## src/rtl/pdp8_pkg.sv

```systemverilog
`default_nettype none
// ------------------------------------------------------------------
// pdp8_pkg : PDP-8 widths, opcode/OPR microcode constants, decode types
// Revision : 1.0
// ------------------------------------------------------------------
package pdp8_pkg;

  localparam int ADDR_WIDTH = 12;
  localparam int DATA_WIDTH = 12;
  localparam logic [ADDR_WIDTH-1:0] START_ADDRESS = 12'o0200;

  localparam logic [2:0] OP_AND = 3'o0;
  localparam logic [2:0] OP_TAD = 3'o1;
  localparam logic [2:0] OP_ISZ = 3'o2;
  localparam logic [2:0] OP_DCA = 3'o3;
  localparam logic [2:0] OP_JMS = 3'o4;
  localparam logic [2:0] OP_JMP = 3'o5;
  localparam logic [2:0] OP_IOT = 3'o6;
  localparam logic [2:0] OP_OPR = 3'o7;

  // Group 1
  localparam logic [11:0] OPR_NOP     = 12'o7000;
  localparam logic [11:0] OPR_IAC     = 12'o7001;
  localparam logic [11:0] OPR_RAL     = 12'o7004;
  localparam logic [11:0] OPR_RTL     = 12'o7006;
  localparam logic [11:0] OPR_RAR     = 12'o7010;
  localparam logic [11:0] OPR_RTR     = 12'o7012;
  localparam logic [11:0] OPR_CML     = 12'o7020;
  localparam logic [11:0] OPR_CMA     = 12'o7040;
  localparam logic [11:0] OPR_CIA     = 12'o7041;
  localparam logic [11:0] OPR_CLL     = 12'o7100;
  localparam logic [11:0] OPR_CLA1    = 12'o7200;
  localparam logic [11:0] OPR_CLA_CLL = 12'o7300;
  // Group 2
  localparam logic [11:0] OPR_CLA2    = 12'o7600;
  localparam logic [11:0] OPR_HLT     = 12'o7402;
  localparam logic [11:0] OPR_SMA     = 12'o7500;
  localparam logic [11:0] OPR_SZA     = 12'o7440;
  localparam logic [11:0] OPR_SNL     = 12'o7420;
  localparam logic [11:0] OPR_SPA     = 12'o7510;
  localparam logic [11:0] OPR_SNA     = 12'o7450;
  localparam logic [11:0] OPR_SZL     = 12'o7430;
  localparam logic [11:0] OPR_SKP     = 12'o7410;
  localparam logic [11:0] OPR_OSR     = 12'o7404;

  typedef struct packed {
    logic        AND;
    logic        TAD;
    logic        ISZ;
    logic        DCA;
    logic        JMS;
    logic        JMP;
    logic [11:0] mem_inst_addr;
  } pdp_mem_opcode_s;

  typedef struct packed {
    logic NOP;
    logic IAC;
    logic RAL;
    logic RTL;
    logic RAR;
    logic RTR;
    logic CML;
    logic CMA;
    logic CIA;
    logic CLL;
    logic CLA1;
    logic CLA_CLL;
    logic CLA2;
    logic HLT;
    logic SMA;
    logic SZA;
    logic SNL;
    logic SPA;
    logic SNA;
    logic SZL;
    logic SKP;
    logic OSR;
  } pdp_op7_opcode_s;

  typedef enum logic [3:0] {
    RST_WAIT  = 4'd0,
    CLR_ISSUE = 4'd1,
    WAIT_EXEC = 4'd2,
    FETCH     = 4'd3,
    DECODE    = 4'd4,
    IND_FETCH = 4'd5,
    IND_WAIT  = 4'd6,
    ISSUE     = 4'd7,
    HALTED    = 4'd8
  } ifd_state_e;

  function automatic pdp_mem_opcode_s mem_decode(input logic [2:0] op, input logic [11:0] addr);
    pdp_mem_opcode_s s;
    s = '0;
    s.mem_inst_addr = addr;
    case (op)
      OP_AND:  s.AND = 1'b1;
      OP_TAD:  s.TAD = 1'b1;
      OP_ISZ:  s.ISZ = 1'b1;
      OP_DCA:  s.DCA = 1'b1;
      OP_JMS:  s.JMS = 1'b1;
      OP_JMP:  s.JMP = 1'b1;
      default: s = '0;
    endcase
    return s;
  endfunction

endpackage
`default_nettype wire

```

## src/rtl/instr_fetch_decode_if.sv

```systemverilog
`default_nettype none
// ------------------------------------------------------------------
// instr_fetch_decode_if : memory / execution-unit bus of the fetch-decode unit
// Revision : 1.0
// ------------------------------------------------------------------
interface instr_fetch_decode_if;
  import pdp8_pkg::*;

  logic                  stall;
  logic [ADDR_WIDTH-1:0] PC_value;
  logic                  ifu_rd_req;
  logic [ADDR_WIDTH-1:0] ifu_rd_addr;
  logic [DATA_WIDTH-1:0] ifu_rd_data;
  logic [ADDR_WIDTH-1:0] base_addr;
  pdp_mem_opcode_s       pdp_mem_opcode;
  pdp_op7_opcode_s       pdp_op7_opcode;
  logic                  halted;

  modport master (
    input  stall, PC_value, ifu_rd_data,
    output ifu_rd_req, ifu_rd_addr, base_addr, pdp_mem_opcode, pdp_op7_opcode, halted
  );

  modport slave (
    output stall, PC_value, ifu_rd_data,
    input  ifu_rd_req, ifu_rd_addr, base_addr, pdp_mem_opcode, pdp_op7_opcode, halted
  );

endinterface
`default_nettype wire

```

## src/rtl/instr_fetch_decode_op7_decoder.sv

```systemverilog
`default_nettype none
// ------------------------------------------------------------------
// op7_decoder : combinational map from an instruction word to one-hot OPR struct
// Revision : 1.0
// ------------------------------------------------------------------
module op7_decoder
  import pdp8_pkg::*;
(
  input  logic [DATA_WIDTH-1:0] i_ir,
  output pdp_op7_opcode_s       o_op7
);

  // Exact-match only; IOT and every unlisted OPR combination fall back to NOP.
  always_comb begin
    o_op7 = '0;
    case (i_ir)
      OPR_NOP:     o_op7.NOP     = 1'b1;
      OPR_IAC:     o_op7.IAC     = 1'b1;
      OPR_RAL:     o_op7.RAL     = 1'b1;
      OPR_RTL:     o_op7.RTL     = 1'b1;
      OPR_RAR:     o_op7.RAR     = 1'b1;
      OPR_RTR:     o_op7.RTR     = 1'b1;
      OPR_CML:     o_op7.CML     = 1'b1;
      OPR_CMA:     o_op7.CMA     = 1'b1;
      OPR_CIA:     o_op7.CIA     = 1'b1;
      OPR_CLL:     o_op7.CLL     = 1'b1;
      OPR_CLA1:    o_op7.CLA1    = 1'b1;
      OPR_CLA_CLL: o_op7.CLA_CLL = 1'b1;
      OPR_CLA2:    o_op7.CLA2    = 1'b1;
      OPR_HLT:     o_op7.HLT     = 1'b1;
      OPR_SMA:     o_op7.SMA     = 1'b1;
      OPR_SZA:     o_op7.SZA     = 1'b1;
      OPR_SNL:     o_op7.SNL     = 1'b1;
      OPR_SPA:     o_op7.SPA     = 1'b1;
      OPR_SNA:     o_op7.SNA     = 1'b1;
      OPR_SZL:     o_op7.SZL     = 1'b1;
      OPR_SKP:     o_op7.SKP     = 1'b1;
      OPR_OSR:     o_op7.OSR     = 1'b1;
      default:     o_op7.NOP     = 1'b1;
    endcase
  end

endmodule
`default_nettype wire

```

## src/rtl/instr_fetch_decode.sv

```systemverilog
`default_nettype none
// ------------------------------------------------------------------
// instr_fetch_decode : PDP-8 fetch, effective-address resolve and one-cycle issue
// Revision : 1.0
// ------------------------------------------------------------------
module instr_fetch_decode
  import pdp8_pkg::*;
#(
  parameter logic [ADDR_WIDTH-1:0] START_ADDR = START_ADDRESS
) (
  input  logic                 clk,
  input  logic                 reset_n,
  instr_fetch_decode_if.master bus
);

  ifd_state_e            r_state;
  logic                  r_stall_seen;
  logic [4:0]            r_pc_page;
  logic [2:0]            r_ir_op;
  logic                  r_rd_req;
  logic [ADDR_WIDTH-1:0] r_rd_addr;
  pdp_mem_opcode_s       r_mem_op;
  pdp_op7_opcode_s       r_op7_op;
  logic                  r_halted;

  logic [ADDR_WIDTH-1:0] w_ea;
  logic                  w_is_mem;
  pdp_op7_opcode_s       w_op7;

  op7_decoder u_op7_decoder (
    .i_ir  (bus.ifu_rd_data),
    .o_op7 (w_op7)
  );

  // Page base comes from the instruction's own address, not PC+1.
  assign w_ea     = bus.ifu_rd_data[7] ? {r_pc_page, bus.ifu_rd_data[6:0]}
                                       : {5'd0, bus.ifu_rd_data[6:0]};
  assign w_is_mem = (bus.ifu_rd_data[11:9] < OP_IOT);

  always_ff @(posedge clk or negedge reset_n) begin
    if (!reset_n) begin
      r_state      <= RST_WAIT;
      r_stall_seen <= 1'b0;
      r_pc_page    <= '0;
      r_ir_op      <= '0;
      r_rd_req     <= 1'b0;
      r_rd_addr    <= '0;
      r_mem_op     <= '0;
      r_op7_op     <= '0;
      r_halted     <= 1'b0;
    end else begin
      // Strobes and issue structs are single-cycle unless set below.
      r_rd_req <= 1'b0;
      r_mem_op <= '0;
      r_op7_op <= '0;
      unique case (r_state)
        RST_WAIT: begin
          if (!bus.stall) begin
            r_op7_op.CLA_CLL <= 1'b1;
            r_state          <= CLR_ISSUE;
          end
        end
        CLR_ISSUE: begin
          r_stall_seen <= 1'b0;
          r_state      <= WAIT_EXEC;
        end
        WAIT_EXEC: begin
          if (bus.stall) begin
            r_stall_seen <= 1'b1;
          end else if (r_stall_seen) begin
            r_pc_page <= bus.PC_value[11:7];
            r_rd_req  <= 1'b1;
            r_rd_addr <= bus.PC_value;
            r_state   <= FETCH;
          end
        end
        FETCH: r_state <= DECODE;
        DECODE: begin
          r_ir_op <= bus.ifu_rd_data[11:9];
          if (!w_is_mem) begin
            r_op7_op <= w_op7;
            r_state  <= ISSUE;
          end else if (bus.ifu_rd_data[8]) begin
            r_rd_req  <= 1'b1;
            r_rd_addr <= w_ea;
            r_state   <= IND_FETCH;
          end else begin
            r_mem_op <= mem_decode(bus.ifu_rd_data[11:9], w_ea);
            r_state  <= ISSUE;
          end
        end
        IND_FETCH: r_state <= IND_WAIT;
        IND_WAIT: begin
          // Auto-index cells are read as plain pointers; no write-back here.
          r_mem_op <= mem_decode(r_ir_op, bus.ifu_rd_data);
          r_state  <= ISSUE;
        end
        ISSUE: begin
          if (r_op7_op.HLT) begin
            r_halted <= 1'b1;
            r_state  <= HALTED;
          end else begin
            r_stall_seen <= 1'b0;
            r_state      <= WAIT_EXEC;
          end
        end
        HALTED: r_state <= HALTED;
        default: r_state <= RST_WAIT;
      endcase
    end
  end

  assign bus.ifu_rd_req     = r_rd_req;
  assign bus.ifu_rd_addr    = r_rd_addr;
  assign bus.base_addr      = START_ADDR;
  assign bus.pdp_mem_opcode = r_mem_op;
  assign bus.pdp_op7_opcode = r_op7_op;
  assign bus.halted         = r_halted;

endmodule
`default_nettype wire

```

## src/flat_wrapper.sv

```systemverilog
// flat-port wrapper written by rule: the top's interface ports become plain ports
module instr_fetch_decode_flat import pdp8_pkg::*;
#(
  parameter logic [ADDR_WIDTH-1:0] START_ADDR = START_ADDRESS
)
  (clk, reset_n, bus_stall, bus_PC_value, bus_ifu_rd_data, bus_ifu_rd_req, bus_ifu_rd_addr, bus_base_addr, bus_pdp_mem_opcode, bus_pdp_op7_opcode, bus_halted);
  instr_fetch_decode_if bus_i ();
  input  logic clk;
  input  logic reset_n;
  input wire logic [$bits(bus_i.stall)-1:0] bus_stall;
  input wire logic [$bits(bus_i.PC_value)-1:0] bus_PC_value;
  input wire logic [$bits(bus_i.ifu_rd_data)-1:0] bus_ifu_rd_data;
  output wire logic [$bits(bus_i.ifu_rd_req)-1:0] bus_ifu_rd_req;
  output wire logic [$bits(bus_i.ifu_rd_addr)-1:0] bus_ifu_rd_addr;
  output wire logic [$bits(bus_i.base_addr)-1:0] bus_base_addr;
  output wire logic [$bits(bus_i.pdp_mem_opcode)-1:0] bus_pdp_mem_opcode;
  output wire logic [$bits(bus_i.pdp_op7_opcode)-1:0] bus_pdp_op7_opcode;
  output wire logic [$bits(bus_i.halted)-1:0] bus_halted;
  assign bus_i.stall = bus_stall;
  assign bus_i.PC_value = bus_PC_value;
  assign bus_i.ifu_rd_data = bus_ifu_rd_data;
  assign bus_ifu_rd_req = bus_i.ifu_rd_req;
  assign bus_ifu_rd_addr = bus_i.ifu_rd_addr;
  assign bus_base_addr = bus_i.base_addr;
  assign bus_pdp_mem_opcode = bus_i.pdp_mem_opcode;
  assign bus_pdp_op7_opcode = bus_i.pdp_op7_opcode;
  assign bus_halted = bus_i.halted;
  instr_fetch_decode #(.START_ADDR(START_ADDR)) u_core (.clk(clk), .reset_n(reset_n), .bus(bus_i));
endmodule
```

## config.mk

```make
export PLATFORM = sky130hd
export DESIGN_NAME = instr_fetch_decode_flat
export DESIGN_NICKNAME = d
export VERILOG_FILES = /design/src/rtl/pdp8_pkg.sv /design/src/rtl/instr_fetch_decode_if.sv /design/src/rtl/instr_fetch_decode_op7_decoder.sv /design/src/rtl/instr_fetch_decode.sv /design/src/flat_wrapper.sv
export SDC_FILE = /design/constraint.sdc
export NUM_CORES = 1
export LEC_CHECK = 0
export BUFFER_PORTS_ARGS = -buffer_cell sky130_fd_sc_hd__buf_4
export CAP_MARGIN = 25
export CORE_ASPECT_RATIO = 1.75
export CORE_MARGIN = 5
export CORE_UTILIZATION = 43
export DETAILED_ROUTE_END_ITERATION = 8
export PLACE_DENSITY_LB_ADDON = 0.08
export SETUP_SLACK_MARGIN = 0.15
export SYNTH_ARGS = -nofsm -noshare
export SYNTH_HDL_FRONTEND = slang
export SYNTH_SLANG_ARGS = --single-unit
```

## constraint.sdc

```tcl
create_clock -name clk -period 3.86 [get_ports clk]
set_input_delay 0.579 -clock clk [delete_from_list [all_inputs] [get_ports clk]]
set_output_delay 0.579 -clock clk [all_outputs]
set_load 0.02 [all_outputs]
```

==> key figures, run 1 <==
Logic synthesis
  • Async S/R FF share, synth: 1.00
  • Unique masters post-synth: between 50 and 60
  • Synth top area share: 0.537
  • Ys flop type: dfrtp_1
  • Post-synth EDFFs: 0
  • Top cells by area, synth: dfrtp_1, mux2_4, mux2_2
  • Post-Syn Instances: between 200 and 300
  • Area leader, netlist: dfrtp_1
  • Syn. warnings: 0
  • Area of the mapped netlist: between 0.003 and 0.004 sq mm
  • Post-Syn Area per Cell: roughly 11 sq um
  • Synth Register Bits: between 60 and 70
  • Post-synthesis sequential area ratio: 0.537

STA
  • Slew HR: 0.441
  • WHS: roughly 350 ps
  • Clock Skew: approximately 5.7 ps
  • Highest clock rate: ~430 MHz
  • Final Max Slew Viols: 0
  • Period utilisation layout: 0.609
  • Final hold violations: 0
  • Min Clock Period, post-route: 2350 ps
  • RSZ-0062 raised after global routing: no
  • TNS Setup: 0 ps
  • Least-Margin Pin Slew: about 840 ps
  • Final Setup Violations: 0

Critical path
  • CP arrival: roughly 2600 ps
  • CP max stage delay: around 740 ps
  • Worst setup path class: flop to flop
  • CP Cell Sequence: or4b_4 -> o21ai_4 -> mux2_2
  • CP Launch Type: flop
  • Slowest-stage cell, CP: or4b_4
  • CP Max Fanout: 30
  • Worst Path Required: 4080 ps
  • Worst Setup End Kind: flop

Placement
  • Placed insts: ~420
  • DP Area: 0.00368 sq mm
  • HPWL Detailed: roughly 5600 microns
  • Gpl congestion: ~0.75
  • PortBufs: 80

Clocking
  • CTS tree: built
  • Worst-case clock buffer depth: 2
  • CTS resizes: 0
  • Root Buffer: clkbuf_16
  • Hold_buf cts: 0
  • Post-CTS repair timing setup buffer count: 0
  • Clk slew on worst S/H paths: ~50 ps
  • Clk sinks: 67
  • Clk Latency, worst-skew pair: approximately 330 ps
  • CTS Buf Count: 9
  • CTS H-Tree Depth: 3

Power and ir drop
  • PwrDens: between 600 and 700 mW/mm^2
  • Leakage power: around 1.9 nW
  • Peak supply drop: 0.332 mV

Detailed routing
  • Post-DR wirelength/cell: 17.6 microns
  • DR vias/cell: between 5 and 6
  • Drt pass-1 iters: 4
  • Vias: ~2,300
  • Antenna-violating nets left: 0
  • Drt initial violations: 142
  • Final wirelength: approximately 7700 microns
  • DRC violations left: 0

Final layout
  • Nets: ~370
  • Non-filler cells, final: ~440
  • Most frequent cells in the layout: buf_4, dfrtp_1, nor2_1, nand2_1
  • Diode count: 0
  • Layout cells sized above 1: 0.366
  • Final Cell Area: 0.00400 sq mm
  • P&R area growth vs syn: 28.0%
  • Most common cell after layout, fill and taps aside: buf_4

Floorplan
  • Die height: 123 microns
  • Initial Utilization: 0.438
  • Row Count: 41
  • Die width: 74.4 microns
  • I/O pins: 93
  • Core footprint: a little over 0.007 sq mm
  • Die ar.: between 0.009 and 0.01 sq mm

GRT
  • Gr ovfl total: 0
  • Met2 usage: 0.314
  • First-pass GRT wire length: approximately 12,000 microns
  • Overall Global Routing Usage: 0.182
  • Initial antenna violation count: 0
  • Met1 usage in global routing: 0.196
  • Vias in the first global route: approximately 2,400
  • GRT met3 Usage: 0.0516
  • Gr busiest metal: met2
  • Largest net degree at the start of global routing: 68

Status
  • Status: finished clean

Job
  • Max-cap violations: 0

Hold path
  • Hold crit path type: input port to asynchronous set/reset pin
[logic make-up (layout without fill, tap and decap cells)]
family                    count (synthesis)  in the layout  synth area share
xor gates and xnor gates                  3              3           0.00842
buffers and inverters                    35            102            0.0654
muxes                                    25             25             0.105
DFF                                      67             67             0.537
AOI/OAI and AO/OA                        39             39            0.0950
and+or+nand+nor                         104            104             0.187
other                                     2             12           0.00241
[final timing paths]
check / from / to / slack (ps) / cells past startpoint
max in group asynchronous: reset_n / u_core.bus.pdp_mem_opcode[9] / 2960 / 1
max: u_core.r_state[2] / u_core.bus.ifu_rd_addr[11] / 1510 / 3
min: reset_n / u_core.bus.halted / 350 / 1
min in group clk: u_core.bus.halted / u_core.bus.halted / 470 / 1
max reg2reg: u_core.r_state[2] / u_core.bus.ifu_rd_addr[11] / 1510 / 3
min reg2reg: u_core.bus.halted / u_core.bus.halted / 470 / 1
[cells in the mapped netlist (all sizes together), types with 2 or more instances]
| library cell | n |
|---|---|
| nor2b | 3 |
| nor4 | 11 |
| nand3 | 3 |
| nor3 | 6 |
| nor4b | 2 |
| a22o | 5 |
| clkbuf | 8 |
| and4b | 2 |
| buf | 21 |
| mux2 | 25 |
| nand2b | 4 |
| o22ai | 3 |
| nand4bb | 2 |
| and3 | 2 |
| o21ai | 14 |
| a21oi | 3 |
| or3 | 2 |
| xor2 | 2 |
| dfrtp | 67 |
| nand4b | 3 |
| conb | 2 |
| or4b | 3 |
| and2 | 7 |
| nor2 | 24 |
| nand4 | 3 |
| inv | 6 |
| nand2 | 23 |
[sequential cells by signal, summed over array words and instances, names as in the netlist]
signal                     count
u_core.bus.pdp_op7_opcode     22
u_core.bus.pdp_mem_opcode     18
u_core.r_state                 4
u_core.r_pc_page               5
u_core.r_stall_seen            1
u_core.r_ir_op                 3
u_core.bus.ifu_rd_req          1
u_core.bus.ifu_rd_addr        12
u_core.bus.halted              1
[worst max-delay path: cells and delay by family (launching register included)]
| family | cells | cell delay (ps) |
|---|---|---|
| mux | 1 | 390 |
| simple gates | 1 | 740 |
| flops | 1 | 570 |
| compound gates | 1 | 520 |
[through the flow]
step	utilization	power, W	worst slack [ps]
2_1_floorplan	-	0.00158	1930
3_3_place_gp	0.517	0.00187	1570
3_5_place_dp	0.517	0.00188	1530
4_1_cts	0.560	0.00275	1510
5_1_grt	0.560	0.00286	1390
6_report	0.560	0.00272	1510
[layer usage]
metal / up-vias / wire [microns]
li1: 1101 / -
met3: 13 / 469
met5: - / 0
met4: 0 / 151
met1: 1139 / 2810
met2: 66 / 4260
[power breakdown]
part,internal [W],switching [W]
clock network,0.000563,0.000292
registers,0.000882,0.000157
logic,0.000406,0.000422
total,0.00185,0.000871
[area by class of cell]
type | instances | area (sq um)
multi-input cells | 183 | 1280
fillers | 639 | 3140
repair buffers | 80 | 601
flip-flops and latches | 67 | 1680
well taps | 86 | 108
inverters | 6 | 22.5
clock buffers | 11 | 233
clock inverters | 5 | 77.6
Power figures use the tool's default switching activity.
==> run 2, diff against run 1 <==
Clock period 3.86 ns to 1.9 ns, I/O delays scaled along.
==> key figures, run 2 (same netlist as run 1, synthesis figures left out) <==
Status
  • Status: finished clean

Power and ir drop
  • Peak supply drop: between 0.6 and 0.7 mV
  • Leakage power: 2.05 nW
  • Total power: ~0.0055 W
  • PwrDens: around 1300 mW/mm^2

Clocking
  • Clk sinks: 67
  • Clk slew on worst S/H paths: approximately 50 ps
  • CTS Buf Count: 9
  • Worst-case clock buffer depth: 2
  • CTS tree: built
  • Root Buffer: clkbuf_16
  • Clk Latency, worst-skew pair: around 330 ps
  • CTS H-Tree Depth: 3

STA
  • Slew HR: 0.604
  • Period utilisation layout: 0.979
  • Clock Skew: between 4 and 5 ps
  • Min Clock Period, post-route: between 1500 and 2000 ps
  • Final Setup Violations: 0
  • RSZ-0062 raised after global routing: yes
  • Least-Margin Pin Slew: roughly 590 ps
  • WHS: about 200 ps
  • Final hold violations: 0
  • Final Max Slew Viols: 0
  • Highest clock rate: 537 MHz

Critical path
  • Worst Path Required: approximately 2100 ps
  • Top cell by count, worst path: mux2_4
  • Worst Setup SP: u_core.r_state[3]
  • RR Startpoint: u_core.r_state[3]
  • RR Endpoint: u_core.bus.ifu_rd_addr[2]
  • Worst Setup End Kind: flop
  • CP Max Fanout: 9
  • Reg-to-reg slack, setup: between 30 and 40 ps
  • CP max stage delay: a little over 600 ps
  • CP Cell Sequence: or4b_4 -> buf_12 -> mux2_4 -> mux2_4
  • FF-to-FF path depth: 4
  • CP arrival: roughly 2100 ps
  • CP Launch Type: flop
  • Worst setup path class: flop to flop
  • Worst setup path end: u_core.bus.ifu_rd_addr[2]
  • Slowest-stage cell, CP: or4b_4

GRT
  • Initial antenna violation count: 0
  • Overall Global Routing Usage: 0.181
  • First-pass GRT wire length: ~12,000 microns
  • Vias in the first global route: 2,446
  • Gr ovfl total: 0
  • Largest net degree at the start of global routing: 40

Detailed routing
  • Drt initial violations: 89
  • Vias: between 2,000 and 2,500
  • Final wirelength: 8000 microns
  • DR vias/cell: 5.28
  • Post-DR wirelength/cell: around 17 microns
  • Antenna-violating nets left: 0
  • Drt pass-1 iters: 5
  • DRC violations left: 0

Floorplan
  • Core footprint: 0.00713 sq mm
  • I/O pins: between 90 and 100
  • Die width: 74.4 microns
  • Die ar.: approximately 0.009 sq mm
  • Die height: between 100 and 150 microns
  • Row Count: 41
  • Initial Utilization: 0.438

Final layout
  • Most frequent cells in the layout: buf_4, dfrtp_1, nor2_1, nand2_1, mux2_2
  • Largest register FFs: 22
  • Diode count: 0
  • Most common cell after layout, fill and taps aside: buf_4
  • Nets: 394
  • Layout cells sized above 1: 0.419
  • P&R area growth vs syn: 35.6%

Placement
  • HPWL Detailed: between 5000 and 6000 microns
  • Gpl congestion: roughly 0.79
  • PortBufs: 80

Job
  • Max-cap violations: 0

Hold path
  • Hold crit path type: input port to flop
[run 2: cell count changes in the layout (fill, tap and decap cells not counted), moves of 2 or more]
cell and change:
bufinv_16 -2, nor4_1 -4, buf_12 +3, clkbuf_8 +2
buf_4 +13, nor4_2 +3
[run 2: how the worst min path moves through the flow]
stage	from	to	depth (start not counted)
2_1_floorplan	reset_n	u_core.bus.halted	0
3_3_place_gp	reset_n	u_core.r_stall_seen	1
3_5_place_dp	reset_n	u_core.bus.halted	1
4_1_cts	bus_PC_value[11]	u_core.r_pc_page[4]	2
5_1_grt	bus_PC_value[9]	u_core.r_pc_page[2]	2
6_report	bus_PC_value[9]	u_core.r_pc_page[2]	2
[run 2: power by group]
group,internal [W],switching (W),total (W)
logic,0.000975,0.000972,0.00195
registers,0.00179,0.000258,0.00205
clock network,0.000948,0.000592,0.00154
total,0.00372,0.00182,0.00554
[run 2: cell type report]
cell class	instances	area, sq um
inverter	6	22.5
clock buffer	12	256
multi-input combinational	184	1340
clock inverter	4	25.0
timing repair buffer	99	805
tap	86	108
sequential	67	1680
fill	606	2900
[run 2: layer usage]
layer,GRT usage,up-vias,part of all wire
met5,0,-,0
met4,0.0958,0,0.032
li1,-,1140,-
met3,0.0566,23,0.057
met2,0.313,90,0.55
met1,0.190,1166,0.36
[run 2: critical path: cells and delay by family, from the launching register on]
kind          cells  cell delay (ps)
simple gates      1              620
buf+inv           1              190
mux               2              540
flops             1              390
[run 2: what timing repair did]
item | in CTS | in global routing
endpoints found under the setup margin | 16 | 25
gates cloned | 0 | 2
pin swaps | 1 | 4
gates resized for setup | 1 | 11
buffers inserted | 0 | 2
hold buffers | 1 | 0
endpoints found under the hold margin | 28 | 0
[run 2: per-stage QoR]
| step | cells | TNS (ps) | setup slack (ps) | instance area [sq um] | utilization |
|---|---|---|---|---|---|
| after floorplan | 285 | 0 | 145 | 3160 | - |
| after global routing | 458 | 0 | 5.30 | 4230 | 0.594 |
| final | 458 | 0 | 39.2 | 4230 | 0.594 |
| after CTS | 454 | 0 | 37.8 | 4130 | 0.580 |
| after global placement | 437 | 0 | 6.64 | 3830 | 0.538 |
| after detailed placement | 437 | -0.258 | -0.258 | 3830 | 0.538 |
==> run 3, diff against run 2 <==
Settings changed: PLACE_DENSITY set to 0.68, PLACE_DENSITY_LB_ADDON 0.08 to not set.
==> key figures, run 3 (same netlist as run 1, synthesis figures left out) <==
Status
  • Status: finished clean

GRT
  • Overall Global Routing Usage: 0.174
  • Largest net degree at the start of global routing: 38
  • Vias in the first global route: approximately 2,500
  • Gr ovfl total: 0
  • First-pass GRT wire length: approximately 12,000 microns
  • Initial antenna violation count: 0

STA
  • Highest clock rate: 551 MHz
  • Final hold violations: 0
  • Period utilisation layout: 0.955
  • Final Setup Violations: 0
  • Clock Skew: between 5 and 6 ps
  • Min Clock Period, post-route: approximately 1800 ps
  • Least-Margin Pin Slew: between 700 and 800 ps
  • Final Max Slew Viols: 0
  • RSZ-0062 raised after global routing: yes
  • Slew HR: 0.471
  • TNS Setup: 0 ps

Clocking
  • Clk slew on worst S/H paths: 50 ps
  • Clk Latency, worst-skew pair: 330 ps
  • Root Buffer: clkbuf_16
  • CTS H-Tree Depth: 3
  • Clk sinks: 67
  • CTS Buf Count: 9
  • Worst-case clock buffer depth: 2
  • CTS tree: built

Detailed routing
  • Final wirelength: about 7500 microns
  • Drt pass-1 iters: 4
  • Drt initial violations: 136
  • Antenna-violating nets left: 0
  • Post-DR wirelength/cell: about 16 microns
  • DRC violations left: 0
  • DR vias/cell: between 5 and 6
  • Vias: about 2,400

Final layout
  • Diode count: 0
  • Largest register FFs: 22
  • P&R area growth vs syn: 35.0%
  • FF/Latch Area: ~0.0017 sq mm
  • Most common cell after layout, fill and taps aside: buf_4
  • Layout Utilization: 0.591
  • FILL cells: a little over 600
  • Most frequent cells in the layout: buf_4, dfrtp_1, nor2_1, nand2_1, mux2_2
  • Non-filler cells, final: around 460
  • Layout cells sized above 1: 0.423
  • Nets: about 400
  • Multi-input gate area: around 0.0013 sq mm

Critical path
  • Worst Setup SP: u_core.r_state[0]
  • CP Launch Type: flop
  • CP Max Fanout: 5
  • FF-to-FF path depth: 4
  • CP arrival: 2030 ps
  • RR Endpoint: u_core.bus.ifu_rd_addr[0]
  • Worst Setup End Kind: flop
  • RR Startpoint: u_core.r_state[0]
  • Worst Path Required: ~2100 ps
  • Worst setup path class: flop to flop
  • Reg-to-reg slack, setup: ~86 ps
  • Worst setup path end: u_core.bus.ifu_rd_addr[0]

Floorplan
  • Die width: between 70 and 80 microns
  • I/O pins: just over 90
  • Core footprint: between 0.007 and 0.008 sq mm
  • Die height: approximately 120 microns
  • Row Count: 41
  • Die ar.: around 0.0091 sq mm
  • Initial Utilization: 0.438

Power and ir drop
  • Peak supply drop: between 0.9 and 1 mV
  • Leakage power: roughly 2.0 nW
  • PwrDens: 1310 mW/mm^2

Hold path
  • Hold crit path type: input port to flop

Job
  • Max-cap violations: 0

Placement
  • HPWL Detailed: ~5500 microns
  • Gpl congestion: around 0.84
  • Placed insts: ~440
  • PortBufs: 80
[run 3: changes by cell type in the layout (fill, tap and decap cells not counted), sizes merged]
cell,delta
buf,+1
clkbuf,+2
clkinv,-1
clkinvlp,-2
or4b,-1
[run 3: layout make-up]
class,instances,share of cell area
clock inverters,1,0.00119
repair buffers,99,0.186
inverters,6,0.00535
flip-flops and latches,67,0.398
well taps,86,0.0255
clock buffers,15,0.0683
multi-input cells,183,0.316
[run 3: worst max-delay path, cell delays in order, from the launching register on]
cell,delay [ps]
dfrtp_1,370
or4b_4,600
buf_4,190
mux2_4,290
mux2_4,250
[run 3: how the worst min path moves through the flow]
stage / from / to / slack [ps] / cells after the start
after CTS: bus_ifu_rd_data[6] / u_core.bus.pdp_mem_opcode[6] / 190 / 2
final: bus_ifu_rd_data[6] / u_core.bus.pdp_mem_opcode[6] / 200 / 2
after global placement: reset_n / u_core.bus.pdp_op7_opcode[3] / 240 / 1
after global routing: bus_PC_value[10] / u_core.r_pc_page[3] / 200 / 2
after floorplan: reset_n / u_core.bus.halted / -10 / 0
after detailed placement: reset_n / u_core.bus.pdp_op7_opcode[4] / 240 / 1
[run 3: routing by layer]
| metal | global-route usage | routed length, microns | up-vias |
|---|---|---|---|
| met1 | 0.202 | 2880 | 1183 |
| met2 | 0.291 | 4000 | 75 |
| met3 | 0.0492 | 421 | 11 |
| met5 | 0 | 0 | - |
| li1 | - | - | 1131 |
| met4 | 0.0780 | 155 | 0 |
[run 3: what timing repair did]
action | CTS | global route
hold buffers | 1 | 0
setup endpoints to repair | 29 | 39
pin swaps | 2 | 2
hold endpoints to repair | 30 | 0
setup buffers | 1 | 0
gates resized for setup | 6 | 10
[run 3: where the power goes]
part           internal (W)  total (W)  switching (W)
logic              0.000957    0.00193       0.000970
registers           0.00179    0.00202       0.000228
clock network       0.00102    0.00157       0.000551
total               0.00377    0.00552        0.00175
[run 3: stage by stage]
step | instance area, sq um | worst slack (ps) | total power (W) | hold slack [ps]
after floorplan | 3160 | 145 | 0.00321 | -10.6
after global placement | 3840 | 109 | 0.00391 | 236
after detailed placement | 3840 | 72.0 | 0.00395 | 244
after CTS | 4170 | 90.7 | 0.00556 | 191
after global routing | 4210 | 59.5 | 0.00580 | 203
final | 4210 | 86.3 | 0.00552 | 199
